$ cat src/rtl/facq_sched_pkg.sv
// Shared types for the fast-acquisition PRN generator scheduler.
// Optional build macro: FACQ_SCHED_STAT_EN (per-channel dwell statistics).
package facq_sched_pkg;

    localparam int FACQ_PRNSIZE  = 14;
    localparam int FACQ_CNTRSIZE = 14;
    localparam int FACQ_OVLSIZE  = 5;

    typedef enum logic [2:0] {
        S_IDLE,
        S_SELECT,
        S_LOAD,
        S_WAIT,
        S_RUN,
        S_SAVE
    } sched_state_t;

    // One saved generator context: both LFSRs, chip counter, overlay counter.
    typedef struct packed {
        logic [FACQ_PRNSIZE-1:0]  sr1;
        logic [FACQ_PRNSIZE-1:0]  sr2;
        logic [FACQ_CNTRSIZE-1:0] prn;
        logic [FACQ_OVLSIZE-1:0]  ovl;
    } prn_ctx_t;

endpackage

$ cat src/rtl/facq_sched_rr.sv
// Combinational round-robin picker: first set mask bit after ptr_i, wrapping.
// The pointer register lives in the parent.
module facq_sched_rr #(
    parameter int NCH = 4,
    localparam int IW = $clog2(NCH)
) (
    input  logic [NCH-1:0] mask_i,
    input  logic [IW-1:0]  ptr_i,
    output logic [IW-1:0]  grant_o,
    output logic           any_o
);

    logic [IW-1:0] idx;

    // Scan ptr+1 .. ptr+NCH (the last step lands on ptr itself); NCH is a power of 2.
    always_comb begin
        // NOTE: every variable gets a default before any branch, so no latch is inferred.
        grant_o = '0;
        any_o   = 1'b0;
        idx     = '0;
        for (int i = 1; i <= NCH; i++) begin
            idx = ptr_i + IW'(i);
            if (!any_o && mask_i[idx]) begin
                grant_o = idx;
                any_o   = 1'b1;
            end
        end
    end

endmodule

$ cat src/rtl/facq_prn_sched.sv
// Time-multiplexes one PRN generator across NCH search channels: restores a
// channel context, runs the generator for a dwell, saves the context back.
// Optional build macro: FACQ_SCHED_STAT_EN adds per-channel 16-bit saturating
// counts of completed (saved) dwells; without it stat_cnt reads 0.
module facq_prn_sched
    import facq_sched_pkg::*;
#(
    parameter int NCH      = 4,
    parameter int PRNSIZE  = FACQ_PRNSIZE,
    parameter int CNTRSIZE = FACQ_CNTRSIZE,
    parameter int DWELL_W  = 16
) (
    input  logic                    clk,
    input  logic                    reset,
    input  logic                    run_en,
    input  logic [NCH-1:0]          ch_en,
    input  logic [DWELL_W-1:0]      dwell_len,
    input  logic                    ctx_we,
    input  logic [$clog2(NCH)-1:0]  ctx_ch,
    input  logic [PRNSIZE-1:0]      ctx_sr1,
    input  logic [PRNSIZE-1:0]      ctx_sr2,
    input  logic [CNTRSIZE-1:0]     ctx_prn,
    input  logic [4:0]              ctx_ovl,
    output logic                    gen_do_init,
    output logic [PRNSIZE-1:0]      gen_code_state1,
    output logic [PRNSIZE-1:0]      gen_code_state2,
    output logic [CNTRSIZE-1:0]     gen_prn_init,
    output logic [4:0]              gen_ovl_init,
    output logic                    gen_we,
    input  logic [PRNSIZE-1:0]      gen_sr1,
    input  logic [PRNSIZE-1:0]      gen_sr2,
    input  logic [CNTRSIZE-1:0]     gen_prn_counter,
    input  logic [4:0]              gen_ovl_cntr,
    output logic                    slot_valid,
    output logic [$clog2(NCH)-1:0]  slot_ch,
    input  logic                    slot_ready,
    output logic                    slot_done,
    output logic                    busy,
    input  logic [$clog2(NCH)-1:0]  stat_ch,
    output logic [15:0]             stat_cnt
);

    localparam int IW = $clog2(NCH);

    sched_state_t       state_q, state_d;
    logic [IW-1:0]      cur_q, ptr_q;
    logic               first_q;       // no slot saved since reset: search starts at channel 0
    logic               abandon_q;     // CPU rewrote the current channel; skip the save
    logic [DWELL_W-1:0] dwell_cnt_q, dwell_last_q;
    prn_ctx_t           ctx_q [NCH];
    prn_ctx_t           load_q;
    logic               do_init_q;

    logic [IW-1:0]      grant, ptr_eff;
    logic               any;
    logic               start_slot, accept, save_wr, cpu_hit_cur;
    prn_ctx_t           cpu_ctx, live_ctx;

    assign cpu_ctx  = '{sr1: ctx_sr1, sr2: ctx_sr2, prn: ctx_prn, ovl: ctx_ovl};
    assign live_ctx = '{sr1: gen_sr1, sr2: gen_sr2, prn: gen_prn_counter, ovl: gen_ovl_cntr};

    assign ptr_eff = first_q ? IW'(NCH - 1) : ptr_q;

    facq_sched_rr #(.NCH(NCH)) u_rr (
        .mask_i  (ch_en),
        .ptr_i   (ptr_eff),
        .grant_o (grant),
        .any_o   (any)
    );

    assign cpu_hit_cur = ctx_we && (ctx_ch == cur_q) &&
                         ((state_q == S_WAIT) || (state_q == S_RUN));
    // A same-cycle CPU write to the saving channel takes precedence.
    assign save_wr     = (state_q == S_SAVE) && !abandon_q &&
                         !(ctx_we && (ctx_ch == cur_q));

    // FSM state register.
    always_ff @(posedge clk or posedge reset) begin
        // NOTE: sequential state uses non-blocking assignments so every flop samples pre-edge values.
        if (reset) state_q <= S_IDLE;
        else       state_q <= state_d;
    end

    // Next-state logic and per-state strobes.
    always_comb begin
        state_d    = state_q;
        start_slot = 1'b0;
        accept     = 1'b0;
        gen_we     = 1'b0;
        slot_valid = 1'b0;
        slot_done  = 1'b0;
        case (state_q)
            S_IDLE:   if (run_en) state_d = S_SELECT;
            S_SELECT: begin
                if (run_en && any) begin
                    start_slot = 1'b1;
                    state_d    = S_LOAD;
                end else begin
                    state_d    = S_IDLE;
                end
            end
            S_LOAD:   state_d = S_WAIT;
            S_WAIT: begin
                slot_valid = 1'b1;
                if (slot_ready) begin
                    accept  = 1'b1;
                    state_d = S_RUN;
                end else if (!run_en) begin
                    state_d = S_IDLE;
                end
            end
            S_RUN: begin
                gen_we = 1'b1;
                if (dwell_cnt_q == dwell_last_q) begin
                    slot_done = 1'b1;
                    state_d   = S_SAVE;
                end
            end
            S_SAVE:   state_d = S_SELECT;
            default:  state_d = S_IDLE;
        endcase
    end

    // Slot bookkeeping: current channel, restored context, dwell counter, flags.
    always_ff @(posedge clk or posedge reset) begin
        if (reset) begin
            cur_q        <= '0;
            ptr_q        <= '0;
            first_q      <= 1'b1;
            abandon_q    <= 1'b0;
            dwell_cnt_q  <= '0;
            dwell_last_q <= '0;
            load_q       <= '0;
            do_init_q    <= 1'b0;
        end else begin
            do_init_q <= start_slot;
            if (start_slot) begin
                cur_q  <= grant;
                load_q <= (ctx_we && (ctx_ch == grant)) ? cpu_ctx : ctx_q[grant];
            end
            if (accept) begin
                dwell_cnt_q  <= '0;
                dwell_last_q <= (dwell_len == '0) ? '0 : dwell_len - DWELL_W'(1);
            end else if (state_q == S_RUN) begin
                dwell_cnt_q  <= dwell_cnt_q + DWELL_W'(1);
            end
            if (state_q == S_SELECT) abandon_q <= 1'b0;
            else if (cpu_hit_cur)    abandon_q <= 1'b1;
            if (state_q == S_SAVE) begin
                ptr_q   <= cur_q;
                first_q <= 1'b0;
            end
        end
    end

    // Context storage: CPU writes any time, SAVE writes back the live generator.
    always_ff @(posedge clk or posedge reset) begin
        // NOTE: the context array is flops, so it is cleared by reset like any other state.
        if (reset) begin
            for (int i = 0; i < NCH; i++) ctx_q[i] <= '0;
        end else begin
            if (ctx_we)  ctx_q[ctx_ch] <= cpu_ctx;
            if (save_wr) ctx_q[cur_q]  <= live_ctx;
        end
    end

    assign gen_do_init     = do_init_q;
    assign gen_code_state1 = load_q.sr1;
    assign gen_code_state2 = load_q.sr2;
    assign gen_prn_init    = load_q.prn;
    assign gen_ovl_init    = load_q.ovl;
    assign slot_ch         = cur_q;
    assign busy            = (state_q != S_IDLE);

`ifdef FACQ_SCHED_STAT_EN
    logic [15:0] stat_q [NCH];

    // Saturating count of dwells whose context was saved.
    always_ff @(posedge clk or posedge reset) begin
        if (reset) begin
            for (int i = 0; i < NCH; i++) stat_q[i] <= '0;
        end else if (save_wr && (stat_q[cur_q] != 16'hFFFF)) begin
            stat_q[cur_q] <= stat_q[cur_q] + 16'd1;
        end
    end

    assign stat_cnt = stat_q[stat_ch];
`else
    logic unused_stat_ch;
    assign unused_stat_ch = ^stat_ch;
    assign stat_cnt       = '0;
`endif

endmodule

$ cat config.mk
export PLATFORM = sky130hd
export DESIGN_NAME = facq_prn_sched
export DESIGN_NICKNAME = d
export VERILOG_FILES = /design/src/rtl/facq_sched_pkg.sv /design/src/rtl/facq_sched_rr.sv /design/src/rtl/facq_prn_sched.sv
export SDC_FILE = /design/constraint.sdc
export NUM_CORES = 1
export LEC_CHECK = 0
export ABC_AREA = 1
export CORE_UTILIZATION = 40
export DETAILED_ROUTE_END_ITERATION = 8
export HOLD_SLACK_MARGIN = 0.03
export MAX_ROUTING_LAYER = met4
export SYNTH_ARGS = -nofsm -noshare
export SYNTH_HDL_FRONTEND = slang
export SYNTH_SLANG_ARGS = --single-unit
export TNS_END_PERCENT = 10
$ cat constraint.sdc
create_clock -name clk -period 10.9 [get_ports clk]
set_input_delay 1.09 -clock clk [delete_from_list [all_inputs] [get_ports clk]]
set_output_delay 1.09 -clock clk [all_outputs]
set_load 0.03 [all_outputs]
==> results.sh, run 1 <==
export IMPL_slew_viol_final=0
export IMPL_syn2layout_area_growth_pct=18.7
export IMPL_drc=0
export IMPL_ioPinCount=193
export IMPL_synth_seq_area_share_pct=44.3
export IMPL_io_buffers=174
export IMPL_hpwl_um=26300
export IMPL_layout_min_cycle_time_ns=4.61
export IMPL_cts_resized=0
export IMPL_r2r_cells=16
export IMPL_avgSynthCellArea_um2=8.16
export IMPL_power_frac_seq_pct=30.9
export IMPL_synth_top_area_share_pct=44.1
export IMPL_synth_common_cells="nand2_1, nand3_1, dfrtp_1, o21ai_0, mux2_2"
export IMPL_whs_path_depth=2
export IMPL_drtPass1Iterations=5
export IMPL_fmax_mhz=217
export IMPL_insertion_delay_ns=0.58
export IMPL_slowest_stage="buf_4"
export IMPL_critPathBufInv=4
export IMPL_postCtsSetupBuffers=0
export IMPL_cts_tree="done"
export IMPL_cp_common_cell="nand2_1"
export IMPL_cts_root_buf="clkbuf_16"
export IMPL_worstPathMaxFanout=56
export IMPL_rows=72
export IMPL_ys_flop_type="dfrtp_1"
export IMPL_grt_pass1_vias=13300
export IMPL_r2r_setup_slack_ns=6.44
export IMPL_ys_top_cells_by_area="dfrtp_1, mux2_2, nand2_1, nand3_1, o21ai_0"
export IMPL_p_leak_nw=8.67
export IMPL_ys_seq_elements=277
export IMPL_critical_path_max_stage_delay_ns=0.67
export IMPL_die_w_um=200
export IMPL_cap_viol_max_count=0
export IMPL_via_count=13700
export IMPL_synth_top_area_cell="dfrtp_1"
export IMPL_synth_distinct_cells=42
export IMPL_rsz0062_at_grt="no"
export IMPL_die_area_um2=40000
export IMPL_skew_ns=0.0253
export IMPL_critPathArrivalTime_ns=5.07
export IMPL_power_density_nw_per_um2=271
export IMPL_cts_buffers=30
export IMPL_synth_cells=1919
export IMPL_grt_max_degree=131
export IMPL_critPathLaunchType="input port"
export IMPL_worst_slew_pin_slew_ns=1.13
export IMPL_ys_async_sr_fraction_pct=100
export IMPL_startpoint="ch_en[1]"
export IMPL_setup_viol=0
export IMPL_nFillCells=3734
export IMPL_fp_dieH_um=200
export IMPL_drive_above_1_share_pct=13.6
export IMPL_clockBufferDepth=3
export IMPL_crit_type="in2reg"
export IMPL_p_sw_share_pct=43.7
export IMPL_netlist_area_um2=15700
export IMPL_grt_pass1_wl_um=73300
export IMPL_wl_per_cell_um=18.2
export IMPL_critPathTopFamily="simple AND/OR/NAND/NOR gates"
export IMPL_r2r_end="gen_code_state2[9]$_DFFE_PP0P_"
export IMPL_intPower_mw=2.84
export IMPL_r2r_start="ptr_q[0]$_DFFE_PP0N_"
export IMPL_hold_path_class="reg2reg"
export IMPL_path_cells="clkdlybuf4s50_1 > inv_1 > nand2_1 > nand2_1 > nand2_1 > o21ai_2 > nand4_1 > nand2_4 > buf_4 > nand2_4 > buf_4 > nand2_1 > nand3_1 > nand2_1 > nand2_1 > nand3_1 > nand2_1"
export IMPL_hold_viol_final=0
export IMPL_cp_num_cells=17
export IMPL_holdBufCountCts=0
export IMPL_overflow=0
export IMPL_period_share_pct=42.3
export IMPL_ir_worst_vdd_uv=187
export IMPL_track_usage_pct=24.2
export IMPL_final_cells=2552
export IMPL_p_sw_mw=2.20
export IMPL_start_util_pct=40.5
export IMPL_synth_most_common_cell="nand2_1"
export IMPL_clkTransAtPathRegs_ns=0.06
export IMPL_worstSetupEndpoint="gen_code_state2[9]$_DFFE_PP0P_"
export IMPL_routed_wl_um=46400
export IMPL_gp_congestion=0.838
export IMPL_status="complete, no violations"
export IMPL_comb_power_share_pct=49.1
export IMPL_cts_max_level=1
export IMPL_synth_edf_count=0
export IMPL_dp_cells=2499
export IMPL_fin_nets=2139
export IMPL_antenna_found_initial=2
export IMPL_maxSlewHeadroom_pct=24.5
export IMPL_fin_setup_tns_ns=0
export IMPL_critPathRequiredTime_ns=11.37
export IMPL_ys_warnings_count=0
export IMPL_pwr_share_clk_pct=20.1
export IMPL_drtAntennaViolNets=0
export IMPL_drt_iter0_drc=862
export IMPL_coreArea_um2=38600
export IMPL_viasPerCell=5.37
export IMPL_endpoint_kind="register"
export IMPL_clock_sinks=277
flip-flops by register name, summed over array words and instances (netlist names):
name	flops
ctx_q	188
dwell_cnt_q	16
gen_do_init	1
ptr_q	2
abandon_q	1
gen_code_state2	14
state_q	3
gen_code_state1	14
slot_ch	2
first_q	1
dwell_last_q	16
gen_prn_init	14
gen_ovl_init	5
layout by cell type, fill, tap and decap left out, types with 5 or more instances in the layout:
cell / synthesis / final
inv_1: 98 / 97
nand2_1: 548 / 545
xnor2_1: 5 / 5
o22ai_1: 5 / 5
clkbuf_1: 57 / 6
nor2_1: 46 / 46
clkinv_2: 0 / 6
clkbuf_8: 0 / 6
nand4_1: 8 / 8
conb_1: 1 / 16
xor2_1: 18 / 18
clkdlybuf4s50_1: 0 / 174
nor3_1: 15 / 11
mux2_2: 188 / 188
a21oi_1: 12 / 12
o21ai_0: 211 / 211
clkbuf_16: 0 / 30
dfrtp_1: 276 / 276
nand3_1: 304 / 299
buf_4: 26 / 19
metal layers:
layer	track usage [%]	vias to the layer above	wire [um]
li1	-	6563	-
met1	31.0	6636	20500
met2	40.5	442	22300
met3	2.72	68	2610
met4	6.62	0	1050
met5	-	-	0
how the worst min path moves through the flow:
stage | startpoint | end | slack (ns)
global placement | gen_prn_init[5]$_DFFE_PP0P_ | gen_prn_init[5]$_DFFE_PP0P_ | 0.46
CTS | gen_prn_init[5]$_DFFE_PP0P_ | gen_prn_init[5]$_DFFE_PP0P_ | 0.48
finish | gen_code_state2[3]$_DFFE_PP0P_ | gen_code_state2[3]$_DFFE_PP0P_ | 0.47
detailed placement | gen_prn_init[5]$_DFFE_PP0P_ | gen_prn_init[5]$_DFFE_PP0P_ | 0.47
floorplan | first_q$_DFFE_PP1N_ | first_q$_DFFE_PP1N_ | 0.47
global route | gen_code_state1[1]$_DFFE_PP0P_ | gen_code_state1[1]$_DFFE_PP0P_ | 0.50
worst min-delay path, stage by stage (launching register included):
cell	delay (ns)
dfrtp_1	0.34
nand2_1	0.05
nand2_1	0.05
kinds of logic (layout without fill, tap and decap cells):
group | count (synthesis) | after routing | synth area share (%)
xor+xnor | 23 | 23 | 1.29
simple gates | 936 | 936 | 25.4
buf+inv | 246 | 344 | 7.12
mux | 188 | 188 | 13.5
compound gates | 245 | 245 | 8.20
fa+ha+maj | 3 | 3 | 0.240
other cells | 1 | 18 | 0.0239
flops | 277 | 277 | 44.3
power groups by stage:
| stage | Clock (mW) | Sequential (mW) | Combinational (mW) |
|---|---|---|---|
| 5_1_grt | 1.07 | 1.60 | 2.75 |
| 3_5_place_dp | 0 | 1.57 | 2.47 |
| 6_report | 1.01 | 1.56 | 2.47 |
| 3_3_place_gp | 0 | 1.56 | 2.43 |
| 4_1_cts | 1.03 | 1.55 | 2.48 |
| 2_1_floorplan | 0 | 1.69 | 1.63 |
cell type report:
type	count	area (um^2)	share of cell area (%)
tap	518	648	3.48
multi-input combinational	1411	7780	41.8
timing repair buffer	193	1880	10.1
clock inverter	9	106	0.572
clock buffer	42	856	4.60
inverter	100	383	2.06
antenna	2	5.00	0.0269
sequential	277	6930	37.3
metrics by stage:
| step | cell area (um^2) | setup WS (ns) | util, % | hold WS (ns) | total power [mW] |
|---|---|---|---|---|---|
| 6_report | 18600 | 6.29 | 48.1 | 0.475 | 5.04 |
| 5_1_grt | 18600 | 6.04 | 48.1 | 0.497 | 5.41 |
| 4_1_cts | 18600 | 6.33 | 48.1 | 0.482 | 5.07 |
| 3_5_place_dp | 17600 | 5.74 | 45.6 | 0.465 | 4.04 |
| 3_3_place_gp | 17600 | 5.75 | 45.6 | 0.463 | 3.99 |
| 2_1_floorplan | 15700 | 2.17 | - | 0.470 | 3.32 |
Note: power is estimated with default switching activity, not from simulation.
==> run 2, diff against run 1 <==
==> constraint.sdc (replaced) <==
create_clock -name clk -period 4.8 [get_ports clk]
set_input_delay 0.48 -clock clk [delete_from_list [all_inputs] [get_ports clk]]
set_output_delay 0.48 -clock clk [all_outputs]
set_load 0.03 [all_outputs]
==> run 2 against run 1 <==
  * Sequential share of layout area down 0.070 points
  * Power up 130%
  * Clock-buffer cell count up 9
  * Register-to-register slack worse by 5.2 ns
  * Critical path type is now reg2reg
  * Largest cell class unchanged
  * Highest routed layer unchanged
==> results.sh, run 2 (synthesis gave the netlist of run 1 again) <==
export IMPL_status="complete, no violations"
export IMPL_ir_worst_vdd_uv=422
export IMPL_routed_wl_um=46800
export IMPL_wl_met1_um=20800
export IMPL_setup_viol=0
export IMPL_startpoint="ptr_q[0]$_DFFE_PP0N_"
export IMPL_top_layer="met4"
export IMPL_crit_type="reg2reg"
export IMPL_syn2layout_area_growth_pct=18.9
export IMPL_fin_nets=2143
export IMPL_overflow=0
export IMPL_period_share_pct=74.3
export IMPL_largest_reg_flops=188
export IMPL_critical_path_max_stage_delay_ns=0.46
export IMPL_rows=72
export IMPL_critPathRequiredTime_ns=5.25
export IMPL_drt_iter0_drc=851
export IMPL_cap_viol_max_count=0
export IMPL_grt_pass1_vias=13500
export IMPL_cp_num_cells=15
export IMPL_cts_tree="done"
export IMPL_viasPerCell=5.34
export IMPL_via_count=13700
export IMPL_gp_congestion=0.812
export IMPL_coreArea_um2=38600
export IMPL_io_buffers=174
export IMPL_clockBufferDepth=3
export IMPL_hpwl_um=26800
export IMPL_drtPass1Iterations=5
export IMPL_critPathArrivalTime_ns=4.02
export IMPL_postCtsSetupBuffers=0
export IMPL_cts_max_level=1
export IMPL_grt_max_degree=139
export IMPL_layout_min_cycle_time_ns=3.57
export IMPL_worst_slew_pin_slew_ns=1.11
export IMPL_p_leak_nw=8.67
export IMPL_critPathTopFamily="simple AND/OR/NAND/NOR gates"
export IMPL_drive_above_1_share_pct=13.4
export IMPL_path_cells="nor2_2 > nand2_1 > nand3_1 > nand2_1 > nand2_1 > nand2_1 > nor2_1 > nand2_4 > a21oi_1 > nor2_4 > nand2_2 > buf_4 > nand2_1 > nand3_1 > nand2_1"
export IMPL_maxSlewHeadroom_pct=26.0
export IMPL_critPathBufInv=1
export IMPL_r2r_cells=15
export IMPL_drtAntennaViolNets=0
export IMPL_slew_viol_final=0
export IMPL_r2r_start="ptr_q[0]$_DFFE_PP0N_"
export IMPL_wl_per_cell_um=18.3
export IMPL_final_common_cell="nand2_1"
export IMPL_track_usage_pct=24.5
export IMPL_reg_largest_list="ctx_q: 188 flops, dwell_cnt_q: 16 flops, dwell_last_q: 16 flops"
export IMPL_fp_dieH_um=200
export IMPL_r2r_end="gen_prn_init[7]$_DFFE_PP0P_"
export IMPL_worstPathMaxFanout=37
export IMPL_hold_viol_final=0
export IMPL_rsz0062_at_grt="no"
export IMPL_met2_length_um=22000
export IMPL_critPathLaunchType="register"
export IMPL_r2r_setup_slack_ns=1.23
export IMPL_cts_resized=0
export IMPL_fin_setup_tns_ns=0
export IMPL_whs_ns=0.476
export IMPL_clkTransAtPathRegs_ns=0.06
export IMPL_start_util_pct=40.5
export IMPL_cts_root_buf="clkbuf_16"
export IMPL_holdBufCountCts=0
export IMPL_whs_path_depth=2
export IMPL_dr_wl_met3_um=2570
export IMPL_insertion_delay_ns=0.56
export IMPL_nFillCells=3763
export IMPL_post_route_util_pct=48.2
export IMPL_skew_ns=0.00823
export IMPL_antenna_found_initial=7
export IMPL_clock_sinks=277
export IMPL_cp_common_cell="nand2_1"
export IMPL_die_w_um=200
export IMPL_hold_path_class="reg2reg"
export IMPL_layout_common_cells="nand2_1, nand3_1, dfrtp_1, o21ai_0, mux2_2"
export IMPL_drc=0
export IMPL_slowest_stage="buf_4"
export IMPL_ioPinCount=193
export IMPL_fmax_mhz=280
export IMPL_top_register="ctx_q"
export IMPL_worstSetupEndpoint="gen_prn_init[7]$_DFFE_PP0P_"
export IMPL_die_area_um2=40000
export IMPL_endpoint_kind="register"
export IMPL_grt_pass1_wl_um=74300
export IMPL_power_density_nw_per_um2=613
export IMPL_cts_buffers=31
==> run 2: changes by cell type in the layout (fill, tap and decap cells not counted), moves of 2 or more <==
cell       change
buf_12         +4
bufinv_16      -2
clkbuf_1       +9
clkinv_2       -3
diode_2        +5
==> run 2: through the flow <==
stage | area (um^2) | total power [mW] | instances | setup WS, ns
after floorplan | 15700 | 7.53 | 1934 | 0.655
after CTS | 18600 | 11.5 | 2556 | 1.21
final | 18600 | 11.4 | 2563 | 1.23
after detailed placement | 17700 | 9.21 | 2502 | 1.12
after global placement | 17700 | 9.13 | 2502 | 1.17
after global routing | 18600 | 12.3 | 2563 | 0.834
==> run 2: layout make-up <==
cell class,instances,area (um^2),area share [%]
Antenna cell,7,17.5,0.0940
Clock buffer,51,901,4.83
Clock inverter,3,15.0,0.0806
Inverter,100,379,2.03
Multi-Input combinational cell,1411,7780,41.8
Sequential cell,277,6930,37.2
Tap cell,518,648,3.48
Timing Repair Buffer,196,1960,10.5
==> run 2: worst min-delay path by stage <==
stage,startpoint,to,slack [ns]
after CTS,gen_code_state1[3]$_DFFE_PP0P_,gen_code_state1[3]$_DFFE_PP0P_,0.48
final,gen_ovl_init[4]$_DFFE_PP0P_,gen_ovl_init[4]$_DFFE_PP0P_,0.48
after detailed placement,gen_code_state1[3]$_DFFE_PP0P_,gen_code_state1[3]$_DFFE_PP0P_,0.46
after global routing,gen_code_state1[2]$_DFFE_PP0P_,gen_code_state1[2]$_DFFE_PP0P_,0.50
after floorplan,first_q$_DFFE_PP1N_,first_q$_DFFE_PP1N_,0.47
after global placement,gen_prn_init[8]$_DFFE_PP0P_,gen_prn_init[8]$_DFFE_PP0P_,0.46
==> run 2: metal layers <==
layer	up-vias	GRT usage [%]
li1	6562	-
met1	6636	31.8
met2	403	39.1
met3	91	3.56
met4	0	8.43
met5	-	-
==> run 2: tightest hold or removal path: cells and delay by family, from the launching register on <==
| kind | cells | cell delay, ns |
|---|---|---|
| simple gates | 2 | 0.10 |
| flops | 1 | 0.34 |
==> run 2: report_power, final <==
part           internal [mW]  switching (mW)  total, mW
registers               3.08           0.455       3.54
logic                   2.05            3.61       5.66
clock network           1.26           0.950       2.21
